File: config.mk
export PLATFORM = sky130hd
export DESIGN_NAME = btb_assoc_file_flat
export DESIGN_NICKNAME = d
export VERILOG_FILES = /design/src/rtl/btb_assoc_file_if.sv /design/src/rtl/btb_assoc_file.sv /design/src/flat_wrapper.sv
export SDC_FILE = /design/constraint.sdc
export NUM_CORES = 1
export LEC_CHECK = 0
export BUFFER_PORTS_ARGS = -buffer_cell sky130_fd_sc_hd__buf_4
export CORE_ASPECT_RATIO = 2
export CORE_MARGIN = 8
export CORE_UTILIZATION = 45
export CTS_CLUSTER_DIAMETER = 60
export DETAILED_ROUTE_END_ITERATION = 16
export PLACE_DENSITY_LB_ADDON = 0.25
export SETUP_SLACK_MARGIN = 0.05
export SYNTH_ARGS = -nofsm -noshare
export SYNTH_HDL_FRONTEND = slang
export SYNTH_SLANG_ARGS = --single-unit
File: constraint.sdc
create_clock -name clk -period 6.9 [get_ports clk]
set_clock_uncertainty 0.05 [all_clocks]
set_input_delay 0.345 -clock clk [delete_from_list [all_inputs] [get_ports clk]]
set_output_delay 0.345 -clock clk [all_outputs]
set_load 0.005 [all_outputs]
File: src/rtl/btb_assoc_file_if.sv
// Lookup, update and flush signal bundle for the set-associative BTB.
// master = fetch/execute side driving requests, slave = the BTB array.
interface btb_assoc_file_if #(
  parameter int PC_W     = 32,
  parameter int TARGET_W = 32
);
  logic                lookup_valid;
  logic [PC_W-1:0]     lookup_pc;
  logic                pred_valid;
  logic                pred_hit;
  logic [TARGET_W-1:0] pred_target;
  logic                pred_taken;
  logic                upd_valid;
  logic                upd_ready;
  logic [PC_W-1:0]     upd_pc;
  logic [TARGET_W-1:0] upd_target;
  logic                upd_taken;
  logic                flush_req;
  logic                flush_busy;

  modport master (
    output lookup_valid, lookup_pc, upd_valid, upd_pc, upd_target, upd_taken, flush_req,
    input  pred_valid, pred_hit, pred_target, pred_taken, upd_ready, flush_busy
  );

  modport slave (
    input  lookup_valid, lookup_pc, upd_valid, upd_pc, upd_target, upd_taken, flush_req,
    output pred_valid, pred_hit, pred_target, pred_taken, upd_ready, flush_busy
  );
endinterface

File: src/rtl/btb_assoc_file.sv
// Set-associative branch target buffer: registered lookup with write-first
// forwarding of a same-cycle update, saturating 2-bit direction counters,
// tree-PLRU replacement and a one-set-per-cycle flush sequencer.
module btb_assoc_file #(
  parameter int SETS     = 8,
  parameter int WAYS     = 2,
  parameter int PC_W     = 32,
  parameter int TARGET_W = 32
) (
  input logic             clk,
  input logic             rst_n,
  btb_assoc_file_if.slave bus
);
  localparam int IDX_W = $clog2(SETS);
  localparam int TAG_W = PC_W - IDX_W - 2;

  typedef enum logic {IDLE, FLUSH} state_t;
  // Way numbers are carried as 2 bits regardless of WAYS (max 4 ways).
  typedef logic [1:0] way_t;

  // PLRU helpers; bits above what WAYS needs stay at zero.
  function automatic way_t plru_victim(input logic [2:0] b);
    way_t v;
    if (WAYS == 4)      v = b[0] ? (b[2] ? 2'd3 : 2'd2) : (b[1] ? 2'd1 : 2'd0);
    else if (WAYS == 2) v = {1'b0, b[0]};
    else                v = 2'd0;
    return v;
  endfunction

  function automatic logic [2:0] plru_touch(input logic [2:0] b, input way_t w);
    logic [2:0] r;
    r = b;
    if (WAYS == 4) begin
      r[0] = ~w[1];
      if (!w[1]) r[1] = ~w[0];
      else       r[2] = ~w[0];
    end else if (WAYS == 2) begin
      r[0] = ~w[0];
    end else begin
      r = 3'b000;
    end
    return r;
  endfunction

  // ---------------- state ----------------
  state_t                         state_q, state_d;
  logic [IDX_W-1:0]               flush_idx_q;
  logic [SETS-1:0][WAYS-1:0]      valid_q;
  logic [SETS-1:0][WAYS-1:0][1:0] cnt_q;
  logic [SETS-1:0][2:0]           plru_q;
  logic [TAG_W-1:0]               tag_q [SETS][WAYS];
  logic [TARGET_W-1:0]            tgt_q [SETS][WAYS];

  logic                pred_valid_q, pred_hit_q, pred_taken_q;
  logic [TARGET_W-1:0] pred_target_q;

  // ---------------- update side ----------------
  logic             upd_fire, u_hit, u_inv, u_write;
  logic [IDX_W-1:0] u_idx;
  logic [TAG_W-1:0] u_tag;
  way_t             u_hit_way, u_inv_way, u_way;
  logic [1:0]       u_cur_cnt, u_cnt_new;
  logic [2:0]       u_plru_new;

  assign upd_fire = bus.upd_valid && bus.upd_ready;
  assign u_idx    = bus.upd_pc[IDX_W+1:2];
  assign u_tag    = bus.upd_pc[PC_W-1:IDX_W+2];

  // Tag match / free-way search in the update set; descending loop so the
  // lowest matching or invalid way wins. Then the new counter and PLRU.
  always_comb begin
    u_hit     = 1'b0;
    u_hit_way = '0;
    u_inv     = 1'b0;
    u_inv_way = '0;
    u_cur_cnt = '0;
    for (int w = WAYS - 1; w >= 0; w--) begin
      if (valid_q[u_idx][w] && tag_q[u_idx][w] == u_tag) begin
        u_hit     = 1'b1;
        u_hit_way = way_t'(w);
        u_cur_cnt = cnt_q[u_idx][w];
      end
      if (!valid_q[u_idx][w]) begin
        u_inv     = 1'b1;
        u_inv_way = way_t'(w);
      end
    end
    u_way = u_hit ? u_hit_way : (u_inv ? u_inv_way : plru_victim(plru_q[u_idx]));
    if (!u_hit)             u_cnt_new = 2'b10;
    else if (bus.upd_taken) u_cnt_new = (u_cur_cnt == 2'd3) ? 2'd3 : u_cur_cnt + 2'd1;
    else                    u_cnt_new = (u_cur_cnt == 2'd0) ? 2'd0 : u_cur_cnt - 2'd1;
    // A not-taken miss leaves the array untouched.
    u_write    = upd_fire && (u_hit || bus.upd_taken);
    u_plru_new = plru_touch(plru_q[u_idx], u_way);
  end

  // ---------------- lookup side ----------------
  logic [IDX_W-1:0]    l_idx;
  logic [TAG_W-1:0]    l_tag;
  logic                l_hit;
  logic [TARGET_W-1:0] l_tgt;
  logic [1:0]          l_cnt;

  assign l_idx = bus.lookup_pc[IDX_W+1:2];
  assign l_tag = bus.lookup_pc[PC_W-1:IDX_W+2];

  // Lookup sees the way being written this cycle with its post-update
  // contents (write-first); other ways read the stored array.
  always_comb begin
    logic             fwd;
    logic             e_vld;
    logic [TAG_W-1:0] e_tag;
    fwd   = 1'b0;
    e_vld = 1'b0;
    e_tag = '0;
    l_hit = 1'b0;
    l_tgt = '0;
    l_cnt = '0;
    for (int w = WAYS - 1; w >= 0; w--) begin
      fwd   = u_write && (u_idx == l_idx) && (u_way == way_t'(w));
      e_vld = fwd || valid_q[l_idx][w];
      e_tag = fwd ? u_tag : tag_q[l_idx][w];
      if (e_vld && e_tag == l_tag) begin
        l_hit = 1'b1;
        l_tgt = fwd ? bus.upd_target : tgt_q[l_idx][w];
        l_cnt = fwd ? u_cnt_new : cnt_q[l_idx][w];
      end
    end
  end

  // ---------------- flush FSM ----------------
  // State register.
  always_ff @(posedge clk or negedge rst_n) begin
    if (!rst_n) state_q <= IDLE;
    else        state_q <= state_d;
  end

  // Next state: flush_req only starts a sweep from IDLE; the sweep ends after
  // the last set has been cleared.
  always_comb begin
    state_d = state_q;
    case (state_q)
      IDLE:    if (bus.flush_req) state_d = FLUSH;
      FLUSH:   if (flush_idx_q == IDX_W'(SETS - 1)) state_d = IDLE;
      default: state_d = IDLE;
    endcase
  end

  // Flush set pointer; SETS is a power of two so it wraps back to 0 itself.
  always_ff @(posedge clk or negedge rst_n) begin
    if (!rst_n)                flush_idx_q <= '0;
    else if (state_q == FLUSH) flush_idx_q <= flush_idx_q + 1'b1;
    else                       flush_idx_q <= '0;
  end

  assign bus.flush_busy = (state_q == FLUSH);
  assign bus.upd_ready  = (state_q == IDLE);

  // ---------------- array writes ----------------
  // Valid/counter/PLRU state: cleared by reset, swept by flush, written by
  // updates (updates are never accepted while flushing).
  always_ff @(posedge clk or negedge rst_n) begin
    if (!rst_n) begin
      valid_q <= '0;
      cnt_q   <= '0;
      plru_q  <= '0;
    end else if (state_q == FLUSH) begin
      valid_q[flush_idx_q] <= '0;
      plru_q[flush_idx_q]  <= '0;
    end else if (u_write) begin
      for (int w = 0; w < WAYS; w++) begin
        if (u_way == way_t'(w)) begin
          valid_q[u_idx][w] <= 1'b1;
          cnt_q[u_idx][w]   <= u_cnt_new;
        end
      end
      plru_q[u_idx] <= u_plru_new;
    end
  end

  // Tag and target payload; qualified by valid, so no reset needed.
  always_ff @(posedge clk) begin
    if (u_write) begin
      for (int w = 0; w < WAYS; w++) begin
        if (u_way == way_t'(w)) begin
          tag_q[u_idx][w] <= u_tag;
          tgt_q[u_idx][w] <= bus.upd_target;
        end
      end
    end
  end

  // ---------------- prediction register ----------------
  // One-cycle lookup result; lookups sampled mid-flush always miss.
  always_ff @(posedge clk or negedge rst_n) begin
    if (!rst_n) begin
      pred_valid_q  <= 1'b0;
      pred_hit_q    <= 1'b0;
      pred_target_q <= '0;
      pred_taken_q  <= 1'b0;
    end else begin
      pred_valid_q  <= bus.lookup_valid;
      pred_hit_q    <= bus.lookup_valid && l_hit && (state_q == IDLE);
      pred_target_q <= (bus.lookup_valid && l_hit && (state_q == IDLE)) ? l_tgt : '0;
      pred_taken_q  <= bus.lookup_valid && l_hit && (state_q == IDLE) && l_cnt[1];
    end
  end

  assign bus.pred_valid  = pred_valid_q;
  assign bus.pred_hit    = pred_hit_q;
  assign bus.pred_target = pred_target_q;
  assign bus.pred_taken  = pred_taken_q;

  // Byte-offset PC bits carry no information for the BTB.
  logic unused_pc_lsb;
  assign unused_pc_lsb = ^{bus.lookup_pc[1:0], bus.upd_pc[1:0]};
endmodule

File: src/flat_wrapper.sv
// flat-port wrapper written by rule: the top's interface ports become plain ports
module btb_assoc_file_flat 
#(
  parameter int SETS     = 8,
  parameter int WAYS     = 2,
  parameter int PC_W     = 32,
  parameter int TARGET_W = 32
)
  (clk, rst_n, bus_lookup_valid, bus_lookup_pc, bus_upd_valid, bus_upd_pc, bus_upd_target, bus_upd_taken, bus_flush_req, bus_pred_valid, bus_pred_hit, bus_pred_target, bus_pred_taken, bus_upd_ready, bus_flush_busy);
  btb_assoc_file_if #(.PC_W(PC_W), .TARGET_W(TARGET_W)) bus_i ();
  input logic clk;
  input logic rst_n;
  input wire logic [$bits(bus_i.lookup_valid)-1:0] bus_lookup_valid;
  input wire logic [$bits(bus_i.lookup_pc)-1:0] bus_lookup_pc;
  input wire logic [$bits(bus_i.upd_valid)-1:0] bus_upd_valid;
  input wire logic [$bits(bus_i.upd_pc)-1:0] bus_upd_pc;
  input wire logic [$bits(bus_i.upd_target)-1:0] bus_upd_target;
  input wire logic [$bits(bus_i.upd_taken)-1:0] bus_upd_taken;
  input wire logic [$bits(bus_i.flush_req)-1:0] bus_flush_req;
  output wire logic [$bits(bus_i.pred_valid)-1:0] bus_pred_valid;
  output wire logic [$bits(bus_i.pred_hit)-1:0] bus_pred_hit;
  output wire logic [$bits(bus_i.pred_target)-1:0] bus_pred_target;
  output wire logic [$bits(bus_i.pred_taken)-1:0] bus_pred_taken;
  output wire logic [$bits(bus_i.upd_ready)-1:0] bus_upd_ready;
  output wire logic [$bits(bus_i.flush_busy)-1:0] bus_flush_busy;
  assign bus_i.lookup_valid = bus_lookup_valid;
  assign bus_i.lookup_pc = bus_lookup_pc;
  assign bus_i.upd_valid = bus_upd_valid;
  assign bus_i.upd_pc = bus_upd_pc;
  assign bus_i.upd_target = bus_upd_target;
  assign bus_i.upd_taken = bus_upd_taken;
  assign bus_i.flush_req = bus_flush_req;
  assign bus_pred_valid = bus_i.pred_valid;
  assign bus_pred_hit = bus_i.pred_hit;
  assign bus_pred_target = bus_i.pred_target;
  assign bus_pred_taken = bus_i.pred_taken;
  assign bus_upd_ready = bus_i.upd_ready;
  assign bus_flush_busy = bus_i.flush_busy;
  btb_assoc_file #(.SETS(SETS), .WAYS(WAYS), .PC_W(PC_W), .TARGET_W(TARGET_W)) u_core (.clk(clk), .rst_n(rst_n), .bus(bus_i));
endmodule
==> results of run 1 <==
[Yosys cell counts (33+ instances only)]
cell / n
sky130_fd_sc_hd__a21oi_1: 41
sky130_fd_sc_hd__buf_1: 33
sky130_fd_sc_hd__clkbuf_1: 59
sky130_fd_sc_hd__dfrtp_1: 95
sky130_fd_sc_hd__edfxtp_1: 944
sky130_fd_sc_hd__inv_1: 37
sky130_fd_sc_hd__mux2_2: 68
sky130_fd_sc_hd__mux2i_1: 237
sky130_fd_sc_hd__mux4_2: 308
sky130_fd_sc_hd__nand2_1: 71
sky130_fd_sc_hd__nor2_1: 74
sky130_fd_sc_hd__o2111ai_1: 39
sky130_fd_sc_hd__xnor2_1: 60
[cells by family (layout without fill, tap and decap cells)]
| kind of cell | after synthesis | in the layout | share of synthesized area |
|---|---|---|---|
| flops | 1039 | 1039 | 0.664 |
| mux | 634 | 634 | 0.223 |
| compound gates | 281 | 281 | 0.0464 |
| simple gates | 260 | 260 | 0.0294 |
| buf+inv | 196 | 500 | 0.0210 |
| xor+xnor | 78 | 78 | 0.0148 |
| fa+ha+maj | 4 | 4 | 0.000974 |
| other cells | 0 | 1 | 0 |
[power breakdown]
group          total [uW]  internal (uW)  switching (uW)
sequential           7050           6970            81.3
clock                5330           2980            2350
combinational        1300            522             778
total               13700          10500            3210
[layout by cell type (no fill, tap or decap), types with 10 or more instances in the layout]
| master | synthesis | routed |
|---|---|---|
| sky130_fd_sc_hd__a21oi_1 | 41 | 41 |
| sky130_fd_sc_hd__a221oi_1 | 17 | 17 |
| sky130_fd_sc_hd__a22oi_1 | 29 | 29 |
| sky130_fd_sc_hd__and3_1 | 10 | 10 |
| sky130_fd_sc_hd__buf_12 | 0 | 29 |
| sky130_fd_sc_hd__buf_4 | 19 | 197 |
| sky130_fd_sc_hd__bufinv_16 | 0 | 11 |
| sky130_fd_sc_hd__clkbuf_1 | 59 | 15 |
| sky130_fd_sc_hd__clkbuf_16 | 0 | 91 |
| sky130_fd_sc_hd__clkbuf_8 | 0 | 11 |
| sky130_fd_sc_hd__clkinv_1 | 0 | 11 |
| sky130_fd_sc_hd__clkinv_2 | 0 | 17 |
| sky130_fd_sc_hd__dfrtp_1 | 95 | 95 |
| sky130_fd_sc_hd__dlygate4sd3_1 | 0 | 62 |
| sky130_fd_sc_hd__edfxtp_1 | 944 | 944 |
| sky130_fd_sc_hd__inv_1 | 37 | 36 |
| sky130_fd_sc_hd__mux2_1 | 20 | 20 |
| sky130_fd_sc_hd__mux2_2 | 68 | 68 |
| sky130_fd_sc_hd__mux2i_1 | 237 | 237 |
| sky130_fd_sc_hd__mux4_2 | 308 | 308 |
| sky130_fd_sc_hd__nand2_1 | 71 | 71 |
| sky130_fd_sc_hd__nand3_1 | 12 | 11 |
| sky130_fd_sc_hd__nand4_1 | 14 | 14 |
| sky130_fd_sc_hd__nor2_1 | 74 | 59 |
| sky130_fd_sc_hd__nor2_4 | 0 | 15 |
| sky130_fd_sc_hd__nor2b_1 | 11 | 10 |
| sky130_fd_sc_hd__nor3_1 | 10 | 10 |
| sky130_fd_sc_hd__o2111ai_1 | 39 | 39 |
| sky130_fd_sc_hd__o21a_1 | 15 | 15 |
| sky130_fd_sc_hd__o21ai_0 | 12 | 12 |
| sky130_fd_sc_hd__o22ai_1 | 26 | 26 |
| sky130_fd_sc_hd__o41ai_1 | 32 | 32 |
| sky130_fd_sc_hd__xnor2_1 | 60 | 60 |
| sky130_fd_sc_hd__xor2_1 | 18 | 18 |
[state kept, by name, indices dropped and copies added, names as in the netlist]
register                cells
u_core.bus.flush_busy       1
u_core.bus.pred_hit         1
u_core.bus.pred_taken       1
u_core.bus.pred_target     32
u_core.bus.pred_valid       1
u_core.cnt_q               32
u_core.flush_idx_q          3
u_core.plru_q               8
u_core.tag_q              432
u_core.tgt_q              512
u_core.valid_q             16
[final cells by class]
class                      count  area share
sequential                  1039       0.579
multi-input combinational   1257       0.277
timing repair buffer         292      0.0515
clock buffer                 116      0.0466
tap                         1344      0.0317
clock inverter                53      0.0120
inverter                      39     0.00285
antenna                        1   0.0000471
[path summary, 6_finish.rpt]
check	start	endpoint	slack [ns]	cells past startpoint
max	bus_upd_pc[2]	u_core.bus.pred_target[8]$_DFF_PN0_	1.12	16
min	rst_n	u_core.bus.pred_target[2]$_DFF_PN0_	0.14	2
max reg2reg	u_core.tag_q[5][49]$_DFFE_PP_	u_core.bus.pred_target[8]$_DFF_PN0_	1.25	14
min reg2reg	u_core.cnt_q[28]$_DFFE_PN0P_	u_core.cnt_q[28]$_DFFE_PN0P_	0.45	1
max in group asynchronous	rst_n	u_core.valid_q[9]$_DFFE_PN0P_	5.41	3
min in group clk	bus_lookup_pc[21]	u_core.bus.pred_taken$_DFF_PN0_	0.22	6
[layer usage]
layer  up-vias  global-route usage
li1      10835                   -
met2      1151               0.421
met3       316              0.0374
met1     13899               0.266
met4         4               0.149
met5         -                   0
[through the flow]
step           hold WS, ns  setup WS, ns
6_report             0.143          1.12
5_1_grt              0.160         0.892
4_1_cts              0.105          1.23
3_5_place_dp         0.324         0.537
3_3_place_gp         0.319         0.617
2_1_floorplan    -0.000591         0.720
==> run_summary.xml, run 1 <==
<?xml version="1.0" encoding="UTF-8"?>
<metrics>
  <group name="clock_network">
    <metric name="clock-sinks" unit="">1039</metric>
    <metric name="ctsRootBufferMaster" unit="">sky130_fd_sc_hd__clkbuf_16</metric>
    <metric name="cts_tree" unit="">done</metric>
    <metric name="cts_hold_buffers" unit="">62</metric>
    <metric name="worst_setup_hold_path_clk_slew" unit="ns">0.07</metric>
    <metric name="cts_inserted_buffers" unit="">90</metric>
    <metric name="clk_path_buf_depth" unit="">3</metric>
    <metric name="cts_repair_resize_count" unit="">0</metric>
    <metric name="cts_htree_levels" unit="">3</metric>
    <metric name="post-cts-setup-buffers" unit="">0</metric>
    <metric name="clock_latency" unit="ns">0.71</metric>
  </group>
  <group name="synth">
    <metric name="synth-main-ff-cell" unit="">sky130_fd_sc_hd__edfxtp_1</metric>
    <metric name="synth.area.top_cells" unit="">sky130_fd_sc_hd__edfxtp_1 61%, sky130_fd_sc_hd__mux4_2 15%, sky130_fd_sc_hd__dfrtp_1 5.1%</metric>
    <metric name="synth_edf_count" unit="">944</metric>
    <metric name="ys_warn_count" unit="">0</metric>
    <metric name="synth.distinct_cells" unit="">77</metric>
    <metric name="synth_seq_area_share" unit="">0.664</metric>
    <metric name="syn_area" unit="um^2">46200</metric>
    <metric name="synth.top_cell.area_share" unit="">0.613</metric>
    <metric name="asyncSetResetFlopFracSynth" unit="">0.0914</metric>
    <metric name="yosysTopAreaCell" unit="">sky130_fd_sc_hd__edfxtp_1</metric>
    <metric name="syn-instance-count" unit="">2492</metric>
    <metric name="average_cell_area_after_synthesis" unit="um^2">18.6</metric>
    <metric name="synth_seq_cells" unit="">1039</metric>
    <metric name="mappedNetlistNets" unit="">2596</metric>
  </group>
  <group name="timing">
    <metric name="worst_slew_pin_slew" unit="ns">1.17</metric>
    <metric name="finalCritPeriodShare" unit="">0.837</metric>
    <metric name="slew_violations" unit="">0</metric>
    <metric name="setup_tns" unit="ns">0</metric>
    <metric name="setup_viol" unit="">0</metric>
    <metric name="unrepaired_setup_endpoints_after_global_routing" unit="">false</metric>
    <metric name="maxClockFrequency" unit="MHz">173</metric>
    <metric name="min_period" unit="ns">5.78</metric>
    <metric name="slew_limit_headroom" unit="">0.219</metric>
    <metric name="hold_viol_final" unit="">0</metric>
  </group>
  <group name="grt">
    <metric name="grt_start_max_net_pins" unit="">103</metric>
    <metric name="track_usage" unit="">0.238</metric>
    <metric name="via_count_of_the_first_global_routing_pass" unit="">28378</metric>
    <metric name="grt_first_pass_wirelength" unit="um">198000</metric>
    <metric name="antenna_found_initial" unit="">3</metric>
    <metric name="grt_overflow" unit="">0</metric>
  </group>
  <group name="flow_run">
    <metric name="drv_cap" unit="">0</metric>
  </group>
  <group name="drt">
    <metric name="dr_total_vias" unit="">26205</metric>
    <metric name="wl" unit="um">138000</metric>
    <metric name="route.detailed.vias_per_inst" unit="">6.33</metric>
    <metric name="drt_first_pass_iters" unit="">5</metric>
    <metric name="m1WireLength" unit="um">48400</metric>
    <metric name="final_antenna_net_count" unit="">0</metric>
    <metric name="route.top_layer_used" unit="">met5</metric>
    <metric name="wl_met2" unit="um">71800</metric>
    <metric name="post_drt_wl_per_cell" unit="um">33.2</metric>
    <metric name="violation_count_after_the_first_detailed_route_iteration" unit="">2193</metric>
    <metric name="route.met3.wl" unit="um">7910</metric>
    <metric name="drc" unit="">0</metric>
  </group>
  <group name="layout">
    <metric name="layout.area.seq" unit="um^2">30700</metric>
    <metric name="fin_area" unit="um^2">53100</metric>
    <metric name="final_cell_count_no_fill" unit="">4141</metric>
    <metric name="syn2layout_area_growth" unit="%">14.8</metric>
    <metric name="finalNetCount" unit="">2823</metric>
    <metric name="final_core_utilization" unit="">0.519</metric>
    <metric name="drive_above_1_share" unit="">0.284</metric>
    <metric name="multi_input_area" unit="um^2">14700</metric>
    <metric name="fill_cells" unit="">8263</metric>
  </group>
  <group name="placement">
    <metric name="dpl_cell_area" unit="um^2">49400</metric>
    <metric name="buffer_ports.inserted" unit="">134</metric>
    <metric name="gp_routability_congestion" unit="">0.978</metric>
    <metric name="place_hpwl" unit="um">87100</metric>
    <metric name="placedCellCount" unit="">3909</metric>
  </group>
  <group name="die">
    <metric name="die_x" unit="um">243</metric>
    <metric name="die_height" unit="um">469</metric>
    <metric name="fp.coreArea" unit="um^2">102000</metric>
    <metric name="num_io_pins" unit="">139</metric>
    <metric name="die_area" unit="um^2">114000</metric>
    <metric name="fp-row-count" unit="">166</metric>
    <metric name="initial_core_util" unit="">0.452</metric>
  </group>
  <group name="critical_path">
    <metric name="required" unit="ns">7.41</metric>
    <metric name="cpPeakStageDelay" unit="ns">0.62</metric>
    <metric name="worst-path-buf-inv" unit="">3</metric>
    <metric name="slowest_stage_cell_cp" unit="">sky130_fd_sc_hd__nor4b_4</metric>
    <metric name="worst_setup_path_end_kind" unit="">flop</metric>
    <metric name="worst-path-max-fanout" unit="">67</metric>
    <metric name="data_arrival_at_the_endpoint_of_the_critical_path" unit="ns">6.28</metric>
    <metric name="start_kind" unit="">input port</metric>
    <metric name="critical-path-top-delay-family" unit="">simple AND/OR/NAND/NOR gates</metric>
    <metric name="type_of_the_worst_setup_path" unit="">in -&gt; reg</metric>
    <metric name="path_cells" unit="">buf_4, buf_4, mux4_2, mux2i_1, xnor2_1, nand4_1, or2_1, nor4b_4, a22o_1, mux2_4, nor4_2, nand4_1, nor4_4, buf_12, o2111ai_1, o41ai_1</metric>
  </group>
  <group name="power">
    <metric name="power_density" unit="nW/um^2">258</metric>
    <metric name="ir_drop" unit="mV">0.261</metric>
    <metric name="total_power" unit="uW">13700</metric>
    <metric name="static-leakage-power" unit="uW">0.0181</metric>
  </group>
  <group name="outcome">
    <metric name="outcome" unit="">finished clean</metric>
  </group>
  <group name="worst_hold_path">
    <metric name="min_path_type" unit="">in -&gt; async</metric>
  </group>
</metrics>
(Power assumes the default switching activity.)
==> run 2: changes to the inputs <==
--- a/config.mk
+++ b/config.mk
@@ -5,6 +5,7 @@
 export SDC_FILE = /design/constraint.sdc
 export NUM_CORES = 1
 export LEC_CHECK = 0
+export ABC_AREA = 1
 export BUFFER_PORTS_ARGS = -buffer_cell sky130_fd_sc_hd__buf_4
 export CORE_ASPECT_RATIO = 2
 export CORE_MARGIN = 8
==> constraint.sdc (replaced) <==
create_clock -name clk -period 5.1 [get_ports clk]
set_clock_uncertainty 0.05 [all_clocks]
set_input_delay 0.255 -clock clk [delete_from_list [all_inputs] [get_ports clk]]
set_output_delay 0.255 -clock clk [all_outputs]
set_load 0.005 [all_outputs]
==> run 2 against run 1 <==
Compared with the run above: via count is 51% higher; highest routed layer unchanged; register-to-register slack worse by 0.70 ns; critical path type is now reg -> reg; largest power group unchanged; hold slack got worse by 0.0052 ns; design area rose by 6.6%; global-route usage is 3.5 points higher; count of clock-buffer cells in the layout unchanged; combinational power rose by 70%; sequential power grew 35%; area after synthesis grew 6.1%; clock power increased by 39%; core utilization increased by 0.30 points.
==> run_summary.xml, run 2 <==
<?xml version="1.0" encoding="UTF-8"?>
<metrics>
  <group name="synth">
    <metric name="most_common_cell_in_the_netlist" unit="">sky130_fd_sc_hd__nand2_1</metric>
    <metric name="syn_area" unit="um^2">49100</metric>
    <metric name="synth.top_cell.area_share" unit="">0.578</metric>
    <metric name="average_cell_area_after_synthesis" unit="um^2">9.51</metric>
    <metric name="syn-instance-count" unit="">5158</metric>
    <metric name="synth.cells.most_frequent" unit="">1,188 x sky130_fd_sc_hd__nand2_1, 944 x sky130_fd_sc_hd__edfxtp_1, 629 x sky130_fd_sc_hd__nor2_1</metric>
    <metric name="asyncSetResetFlopFracSynth" unit="">0.0914</metric>
    <metric name="synth.distinct_cells" unit="">48</metric>
    <metric name="synth_seq_area_share" unit="">0.626</metric>
    <metric name="synth_edf_count" unit="">944</metric>
    <metric name="ys_warn_count" unit="">0</metric>
    <metric name="mappedNetlistNets" unit="">5262</metric>
    <metric name="yosysTopAreaCell" unit="">sky130_fd_sc_hd__edfxtp_1</metric>
    <metric name="synth-main-ff-cell" unit="">sky130_fd_sc_hd__edfxtp_1</metric>
    <metric name="synth_seq_cells" unit="">1039</metric>
    <metric name="synth.area.top_cells" unit="">sky130_fd_sc_hd__edfxtp_1 58%, sky130_fd_sc_hd__nand2_1 9.1%, sky130_fd_sc_hd__o21ai_0 5.7%</metric>
  </group>
  <group name="layout">
    <metric name="largest_register_ffs" unit="">512</metric>
    <metric name="syn2layout_area_growth" unit="%">15.3</metric>
    <metric name="final_common_cell" unit="">sky130_fd_sc_hd__nand2_1</metric>
    <metric name="final_cell_count_no_fill" unit="">6783</metric>
    <metric name="regMostFlops" unit="">u_core.tgt_q</metric>
    <metric name="drive_above_1_share" unit="">0.100</metric>
    <metric name="fin_area" unit="um^2">56600</metric>
    <metric name="final_cell_mix" unit="">1,186 x sky130_fd_sc_hd__nand2_1, 944 x sky130_fd_sc_hd__edfxtp_1, 613 x sky130_fd_sc_hd__nor2_1, 554 x sky130_fd_sc_hd__o21ai_0, 429 x sky130_fd_sc_hd__inv_1</metric>
    <metric name="finalNetCount" unit="">5425</metric>
    <metric name="largestRegisters" unit="">u_core.tgt_q x512, u_core.tag_q x432</metric>
  </group>
  <group name="critical_path">
    <metric name="reg2reg_slack" unit="ns">0.55</metric>
    <metric name="data_arrival_at_the_endpoint_of_the_critical_path" unit="ns">5.08</metric>
    <metric name="worst_setup_path_end_kind" unit="">flop</metric>
    <metric name="type_of_the_worst_setup_path" unit="">reg -&gt; reg</metric>
    <metric name="worst-path-max-fanout" unit="">36</metric>
    <metric name="start_kind" unit="">flop</metric>
    <metric name="required" unit="ns">5.64</metric>
  </group>
  <group name="timing">
    <metric name="setup_viol" unit="">0</metric>
    <metric name="slew_violations" unit="">0</metric>
    <metric name="hold_viol_final" unit="">0</metric>
    <metric name="timing.hold.ws" unit="ns">0.138</metric>
    <metric name="postLayoutSetupSlackWorst" unit="ns">0.553</metric>
    <metric name="worst_slew_pin_slew" unit="ns">1.12</metric>
    <metric name="maxClockFrequency" unit="MHz">220</metric>
    <metric name="min_period" unit="ns">4.55</metric>
    <metric name="finalCritPeriodShare" unit="">0.892</metric>
    <metric name="unrepaired_setup_endpoints_after_global_routing" unit="">false</metric>
    <metric name="slew_limit_headroom" unit="">0.251</metric>
  </group>
  <group name="flow_run">
    <metric name="drv_cap" unit="">0</metric>
  </group>
  <group name="drt">
    <metric name="drt_first_pass_iters" unit="">5</metric>
    <metric name="violation_count_after_the_first_detailed_route_iteration" unit="">3620</metric>
    <metric name="wl" unit="um">168000</metric>
    <metric name="post_drt_wl_per_cell" unit="um">24.8</metric>
    <metric name="drc" unit="">0</metric>
    <metric name="final_antenna_net_count" unit="">0</metric>
    <metric name="dr_total_vias" unit="">39685</metric>
    <metric name="route.detailed.vias_per_inst" unit="">5.85</metric>
  </group>
  <group name="clock_network">
    <metric name="worst_setup_hold_path_clk_slew" unit="ns">0.07</metric>
    <metric name="cts_inserted_buffers" unit="">90</metric>
    <metric name="ctsRootBufferMaster" unit="">sky130_fd_sc_hd__clkbuf_16</metric>
    <metric name="cts_tree" unit="">done</metric>
    <metric name="clk_path_buf_depth" unit="">3</metric>
    <metric name="clock-sinks" unit="">1039</metric>
    <metric name="cts_htree_levels" unit="">3</metric>
    <metric name="post-cts-setup-buffers" unit="">0</metric>
    <metric name="clock_latency" unit="ns">0.69</metric>
  </group>
  <group name="power">
    <metric name="power_density" unit="nW/um^2">338</metric>
    <metric name="combinationalPowerShare" unit="">0.116</metric>
    <metric name="total_power" unit="uW">19100</metric>
    <metric name="ir_drop" unit="mV">0.254</metric>
    <metric name="internal_power" unit="uW">14300</metric>
    <metric name="static-leakage-power" unit="uW">0.0220</metric>
    <metric name="p_sw" unit="uW">4880</metric>
    <metric name="sequentialPowerShare" unit="">0.499</metric>
    <metric name="p_sw_frac" unit="">0.255</metric>
    <metric name="clock_network_fraction_of_design_power" unit="">0.386</metric>
  </group>
  <group name="die">
    <metric name="initial_core_util" unit="">0.453</metric>
    <metric name="fp.coreArea" unit="um^2">108000</metric>
    <metric name="die_x" unit="um">249</metric>
    <metric name="fp-row-count" unit="">171</metric>
    <metric name="die_height" unit="um">483</metric>
    <metric name="die_area" unit="um^2">120000</metric>
    <metric name="num_io_pins" unit="">139</metric>
  </group>
  <group name="placement">
    <metric name="place_hpwl" unit="um">106000</metric>
    <metric name="placedCellCount" unit="">6551</metric>
    <metric name="detailedPlace.worstSlack" unit="ns">0.278</metric>
    <metric name="dpl_cell_area" unit="um^2">52800</metric>
    <metric name="buffer_ports.inserted" unit="">134</metric>
    <metric name="gp_routability_congestion" unit="">1.07</metric>
  </group>
  <group name="outcome">
    <metric name="outcome" unit="">finished clean</metric>
  </group>
  <group name="grt">
    <metric name="grt_first_pass_wirelength" unit="um">246000</metric>
    <metric name="via_count_of_the_first_global_routing_pass" unit="">38666</metric>
    <metric name="track_usage" unit="">0.273</metric>
    <metric name="grt_start_max_net_pins" unit="">153</metric>
    <metric name="antenna_found_initial" unit="">2</metric>
    <metric name="grt_overflow" unit="">0</metric>
  </group>
  <group name="worst_hold_path">
    <metric name="min_path_type" unit="">in -&gt; reg</metric>
  </group>
</metrics>
## run 2: layout make-up
class | instances | area (um^2)
timing repair buffer | 379 | 3700
multi-input combinational | 3359 | 15500
antenna | 1 | 2.50
sequential | 1039 | 30700
clock inverter | 53 | 689
clock buffer | 116 | 2480
fill | 9698 | 51700
inverter | 452 | 1720
tap | 1384 | 1730
## run 2: per-stage QoR
stage,util,TNS [ns]
floorplan,-,-57.54
global placement,0.487,0
detailed placement,0.487,0
CTS,0.522,0
global route,0.522,0
finish,0.522,0
## run 2: path summary, 6_finish.rpt
check / startpoint / depth (start not counted) / to
worst max register to register: u_core.tag_q[0][48]$_DFFE_PP_ / 27 / u_core.bus.pred_target[26]$_DFF_PN0_
min in group asynchronous: rst_n / 2 / u_core.flush_idx_q[2]$_DFF_PN0_
max in group asynchronous: rst_n / 3 / u_core.bus.pred_target[18]$_DFF_PN0_
worst min register to register: u_core.cnt_q[30]$_DFFE_PN0P_ / 2 / u_core.cnt_q[30]$_DFFE_PN0P_
worst min-delay path: bus_lookup_pc[4] / 5 / u_core.bus.pred_target[28]$_DFF_PN0_
worst max-delay path: u_core.tag_q[0][48]$_DFFE_PP_ / 27 / u_core.bus.pred_target[26]$_DFF_PN0_
## run 2: what timing repair did
action / CTS / global route
endpoints found under the hold margin: 998 / 0
hold buffers: 62 / 0
resized for setup: 0 / 0
endpoints found under the setup margin: 0 / 0
## run 2: kinds of logic after synthesis
family	synth area share
and+or+nand+nor	0.181
DFF	0.626
buffers and inverters	0.0604
adders and majority gates	0.000510
xor gates and xnor gates	0.000714
AOI/OAI and AO/OA	0.131
## run 2: layer usage
metal | share of wire | vias to the layer above | wire, um | track usage
met5 | 0.000071 | - | 12 | 0
met4 | 0.075 | 2 | 12700 | 0.189
li1 | - | 18037 | - | -
met1 | 0.36 | 19397 | 60900 | 0.307
met2 | 0.50 | 1773 | 84300 | 0.481
met3 | 0.062 | 476 | 10400 | 0.0360
## run 2: power groups by stage
stage          clock (uW)  sequential, uW  combinational [uW]
3_3_place_gp            0            9720                2120
5_1_grt              7770            9550                2400
2_1_floorplan           0            9710                1200
6_report             7390            9540                2210
4_1_cts              7480            9540                2190
3_5_place_dp            0            9730                2140
## run 2: critical path, cell delays in order (launching register included)
cell and delay (ns):
sky130_fd_sc_hd__edfxtp_1 0.38, sky130_fd_sc_hd__or2_2 0.28, sky130_fd_sc_hd__nand3_1 0.07, sky130_fd_sc_hd__nand2_1 0.09
sky130_fd_sc_hd__o21ai_1 0.53, sky130_fd_sc_hd__nand2_1 0.12, sky130_fd_sc_hd__nor2_1 0.20, sky130_fd_sc_hd__nand3_1 0.10
sky130_fd_sc_hd__nor2_1 0.11, sky130_fd_sc_hd__nand2_1 0.12, sky130_fd_sc_hd__nand3_2 0.17, sky130_fd_sc_hd__nand3_2 0.15
sky130_fd_sc_hd__nor2_4 0.22, sky130_fd_sc_hd__buf_12 0.23, sky130_fd_sc_hd__nand2_1 0.08, sky130_fd_sc_hd__nand3_1 0.16
sky130_fd_sc_hd__nand2_1 0.07, sky130_fd_sc_hd__nor2_1 0.11, sky130_fd_sc_hd__nand2_1 0.06, sky130_fd_sc_hd__nor2_1 0.12
sky130_fd_sc_hd__nand2_1 0.13, sky130_fd_sc_hd__inv_1 0.08, sky130_fd_sc_hd__nand2_1 0.05, sky130_fd_sc_hd__nand2_1 0.16
sky130_fd_sc_hd__nand2_2 0.09, sky130_fd_sc_hd__buf_12 0.19, sky130_fd_sc_hd__buf_12 0.16, sky130_fd_sc_hd__a21oi_1 0.13
